`src/rtl/uart_listen.sv`:
```
// uart_listen: captures bytes from uart_rx into a message buffer and keeps
// a running byte count, additive checksum and saturating error count.
module uart_listen #(
  parameter int         message_len    = 512,
  parameter int         timeout_cycles = 1024,
  parameter logic [7:0] term_char      = 8'h00,
  localparam int        cursor_bits    = $clog2(message_len)
) (
  input  logic                   clock,
  input  logic                   reset_n,
  input  logic                   rx_valid,
  input  logic [7:0]             rx_data,
  input  logic                   rx_error,
  input  logic                   clear,
  input  logic [cursor_bits-1:0] rd_addr,
  output logic [7:0]             rd_data,
  output logic [cursor_bits:0]   count,
  output logic [31:0]            checksum,
  output logic [7:0]             error_count,
  output logic                   busy,
  output logic                   done,
  output logic                   overflow
);

  localparam int timer_bits = $clog2(timeout_cycles);

  typedef enum logic [1:0] {
    IDLE = 2'd0,
    RECV = 2'd1,
    DONE = 2'd2
  } state_t;

  state_t                 state;
  logic [timer_bits-1:0]  timer;
  logic [7:0]             mem [message_len];
  logic                   take;
  logic [cursor_bits-1:0] wr_addr;
  logic                   is_term;

  assign is_term = (rx_data == term_char);
  assign busy    = (state == RECV);
  assign done    = (state == DONE);

  // a byte is stored only when nothing of higher priority claims the cycle
  always_comb begin
    take    = 1'b0;
    wr_addr = '0;
    if (!clear && !rx_error && rx_valid && !is_term && state != DONE)
      take = 1'b1;
    if (state == RECV)
      wr_addr = count[cursor_bits-1:0];
  end

  always_ff @(posedge clock) begin
    if (take)
      mem[wr_addr] <= rx_data;
  end

  always_ff @(posedge clock or negedge reset_n) begin
    if (!reset_n) begin
      state       <= IDLE;
      count       <= '0;
      checksum    <= '0;
      error_count <= '0;
      overflow    <= 1'b0;
      rd_data     <= '0;
      timer       <= '0;
    end else begin
      rd_data <= mem[rd_addr];
      if (clear) begin
        state       <= IDLE;
        count       <= '0;
        checksum    <= '0;
        error_count <= '0;
        overflow    <= 1'b0;
        timer       <= '0;
      end else if (rx_error) begin
        if (error_count != 8'hFF)
          error_count <= error_count + 8'd1;
        if (state == RECV)
          timer <= '0;
      end else begin
        case (state)
          RECV: begin
            if (rx_valid) begin
              if (is_term) begin
                state <= DONE;
              end else begin
                count    <= count + 1'b1;
                checksum <= checksum + {24'b0, rx_data};
                timer    <= '0;
                if (count == (cursor_bits+1)'(message_len - 1))
                  state <= DONE;
              end
            end else if (timer == timer_bits'(timeout_cycles - 1)) begin
              state <= DONE;
            end else begin
              timer <= timer + 1'b1;
            end
          end
          DONE: begin
            if (rx_valid)
              overflow <= 1'b1;
          end
          // encoding 3 falls here and behaves as IDLE
          default: begin
            if (rx_valid && !is_term) begin
              count    <= (cursor_bits+1)'(1);
              checksum <= {24'b0, rx_data};
              timer    <= '0;
              state    <= RECV;
            end
          end
        endcase
      end
    end
  end

endmodule

```
`config.mk`:
```
export PLATFORM = sky130hd
export DESIGN_NAME = uart_listen
export DESIGN_NICKNAME = d
export VERILOG_FILES = /design/src/rtl/uart_listen.sv
export SDC_FILE = /design/constraint.sdc
export NUM_CORES = 2
export LEC_CHECK = 0
export BUFFER_PORTS_ARGS = -buffer_cell sky130_fd_sc_hd__buf_2
export CAP_MARGIN = 20
export CORE_MARGIN = 3
export CORE_UTILIZATION = 52
export DETAILED_ROUTE_END_ITERATION = 12
export PLACE_DENSITY = 0.65
export RECOVER_POWER = 25
export SLEW_MARGIN = 20
export SYNTH_ARGS = -nofsm -noshare
export SYNTH_HDL_FRONTEND = slang
export SYNTH_SLANG_ARGS = --single-unit
```
`constraint.sdc`:
```
create_clock -name clock -period 3.15 [get_ports clock]
set_input_delay 0.315 -clock clock [delete_from_list [all_inputs] [get_ports clock]]
set_output_delay 0.315 -clock clock [all_outputs]
set_load 0.1 [all_outputs]
```
==> summary.md <==
| Metric | Value |
|---|---|
| Outcome | `finished, violations left` |
| Violated checks | `max-capacitance violations, max-slew violations` |
| F_max | `318 MHz` |
| Period utilization | `99.9%` |
| Avg Vias per Cell | `6.19` |
| Setup TNS | `0 ps` |
| EDFF count, synth | `4096` |
| Number of setup buffers added after CTS | `0` |
| Cell count after synthesis | `7663` |
| Synth Register Bits | `4167` |
| Via count | `81040` |
| Final ANT Viol Nets | `0` |
| Final min period | `3150 ps` |
| Clk network pwr share | `42.0%` |
| Pre-CTS setup slack | `-714 ps` |
| CP max stage cell | `clkbuf_1` |
| Layout fillers | `21309` |
| Post-route cell area | `188000 µm²` |
| Yosys synthesis warning count | `0` |
| Final WS setup | `1.99 ps` |
| Peak supply drop | `0.581 mV` |
| IO Count | `83` |
| CP max FO | `190` |
| Synth cell types | `60` |
| Cell Area, Synth | `162000 µm²` |
| Remaining DRCs | `0` |
| Crit-path cells | `buf_8 > clkbuf_1 > clkbuf_1 > buf_12` |
| PnR Total Power | `115 mW` |
| Final Non-Filler Cells | `13100` |
| Num rows | `204` |
| DRT Pass-1 Iters | `6` |
| Power per cell area | `615 nW/µm²` |
| Leakage | `60.4 nW` |
| P_int | `90.7 mW` |
| Critical Path Source Type | `primary input` |
| Avg Cell Area, Syn | `21.1 µm²` |
| Root Driver | `clkbuf_16` |
| Die W | `563 µm` |
| Critical setup path kind | `primary input to flop` |
| Area leader, netlist | `edfxtp_1` |
| Final Util | `60.7%` |
| Initial antenna violation count | `17` |
| Worst Clk Skew | `69.8 ps` |
| P&R area growth vs syn | `16.1%` |
| Iter 0 DRT Violations | `9401` |
| RSZ-0062 raised after global routing | `true` |
| First-pass GRT wire length | `585000 µm` |
| Number of H-tree levels | `5` |
| HP Class | `primary input to flop` |
| Measured slew at the worst slew-check pin | `2770 ps` |
| Core Area | `309000 µm²` |
| Placed Area | `174000 µm²` |
| Final net count | `8668` |
| Crit. End Element | `flop` |
| Starting density of the core | `52.3%` |
| Synth top area share | `76.1%` |
| # port buffers | `82` |
| Crit path top cell by count | `clkbuf_1` |
| Post-DP HPWL | `255000 µm` |
| Final Wtd Congestion | `0.844` |
| Ranking of synthesized cells by area | `edfxtp_1 76%, mux4_2 14%, nor2_1 1.9%` |
| Seq/Total Area, Yosys | `77.2%` |
| Final setup fails | `0` |
| Mapped Nets | `7697` |
| Post-detailed-route wirelength per cell | `30.7 µm` |
| Largest net degree at the start of global routing | `195` |
| Reg clk slew, reported paths | `70 ps` |
| Die ar. | `317000 µm²` |
| Ys async rst share | `1.70%` |
| CTS sink count | `4167` |
| Max-Cap Viols | `12` |
| Max Transition Viols Final | `1166` |
| Grt ovf | `0` |
| Switching portion of total power | `21.4%` |
| GRT Total Usage | `25.3%` |
| Rel. slew slack | `-84.4%` |
| CP arrival | `3700 ps` |
| Predominant post-synthesis flop cell | `edfxtp_1` |
| Sw Pwr | `24.7 mW` |
| Worst EP required | `3710 ps` |
| Die H | `563 µm` |
| Hold Fails Final Rpt | `0` |
| Comb pwr share | `5.1%` |
| Slowest cell delay on critical path | `1770 ps` |
| CTS tree | `yes` |
| Vias in the first global route | `82563` |
| Share of layout cells above drive strength 1 | `31.2%` |
| Clock insertion delay at the later pin of the skew report | `960 ps` |
| Number of buffers created by CTS | `416` |
| Routed wire length | `402000 µm` |
| Clock Path Buffers | `4` |
| Number of cells after detailed placement | `12323` |
| Hold Slack | `79.8 ps` |
| Flop pwr share | `52.9%` |
-- final cells by class --
type | count | area (µm²) | area share (%)
Tap cell | 4120 | 5150 | 2.75
Clock buffer | 496 | 10800 | 5.77
Timing Repair Buffer | 1025 | 9220 | 4.91
Sequential cell | 4167 | 125000 | 66.5
Clock inverter | 262 | 2560 | 1.36
Multi-Input combinational cell | 3014 | 35000 | 18.7
Antenna cell | 6 | 15.0 | 0.00800
Inverter | 10 | 48.8 | 0.0260
-- cells in the mapped netlist (13+ instances only) --
| cell | count |
|---|---|
| a21oi_1 | 138 |
| mux2i_1 | 163 |
| a211oi_1 | 33 |
| o21ai_0 | 126 |
| nand4_1 | 38 |
| xnor2_1 | 19 |
| buf_4 | 27 |
| nor2_1 | 833 |
| xor2_1 | 17 |
| o22ai_1 | 107 |
| mux2_2 | 124 |
| o221ai_1 | 124 |
| nand2_1 | 93 |
| clkbuf_1 | 263 |
| edfxtp_1 | 4096 |
| nand2b_1 | 13 |
| nand3_1 | 22 |
| buf_2 | 125 |
| nor3_1 | 26 |
| dfrtp_1 | 71 |
| mux4_2 | 1025 |
| buf_1 | 57 |
-- final timing paths --
path	cells past startpoint	from	to	slack (ps)
worst min-delay path	4	rd_addr[7]	rd_data[2]	80
worst max-delay path	4	rx_data[1]	mem[113][1]	2
worst max register to register	10	mem[407][3]	rd_data[3]	90
max in group asynchronous	4	reset_n	checksum[30]	380
min in group asynchronous	3	reset_n	rd_data[3]	740
worst min register to register	1	timer[5]	timer[5]	500
-- metal layers --
layer | global-route usage [%] | up-vias | wire (µm)
li1 | - | 33768 | -
met1 | 36.2 | 43101 | 160000
met2 | 41.2 | 3550 | 199000
met3 | 3.60 | 621 | 31200
met4 | 7.35 | 0 | 12300
met5 | 0 | - | 0
-- flip-flops by register name, summed over array words and instances (netlist names) --
signal / cells
count: 10
error_count: 8
overflow: 1
state: 2
checksum: 32
rd_data: 8
mem: 4096
timer: 10
-- cells in the final DEF, fill, tap and decap left out, drive strengths merged, types with 124 or more instances in the layout --
master,n
edfxtp,4096
mux4,1025
buf,980
nor2,833
clkbuf,530
clkinv,200
mux2i,163
a21oi,138
o21ai,129
mux2,124
o221ai,124
-- worst max-delay path, delay by kind of cell --
kind | cells | cell delay (ps)
buffers and inverters | 4 | 3010
-- power groups by stage --
stage	Sequential [mW]	Combinational (mW)	Clock [mW]
4_1_cts	61.0	5.98	49.2
3_3_place_gp	62.2	5.86	0
3_5_place_dp	62.2	5.95	0
6_report	61.0	5.90	48.5
2_1_floorplan	62.3	2.78	0
5_1_grt	61.0	6.22	51.3
-- cell families after synthesis --
| family | share of synthesized area (%) |
|---|---|
| flops | 77.2 |
| compound gates | 2.26 |
| mux | 16.2 |
| fa+ha+maj | 0.104 |
| simple gates | 2.78 |
| xor+xnor | 0.195 |
| buf+inv | 1.28 |
-- what timing repair did --
item	in CTS	in global routing
endpoints found under the setup margin	0	252
hold endpoints to repair	167	0
hold buffers	12	0
resized for setup	0	25
Note: power is estimated with default switching activity, not from simulation.
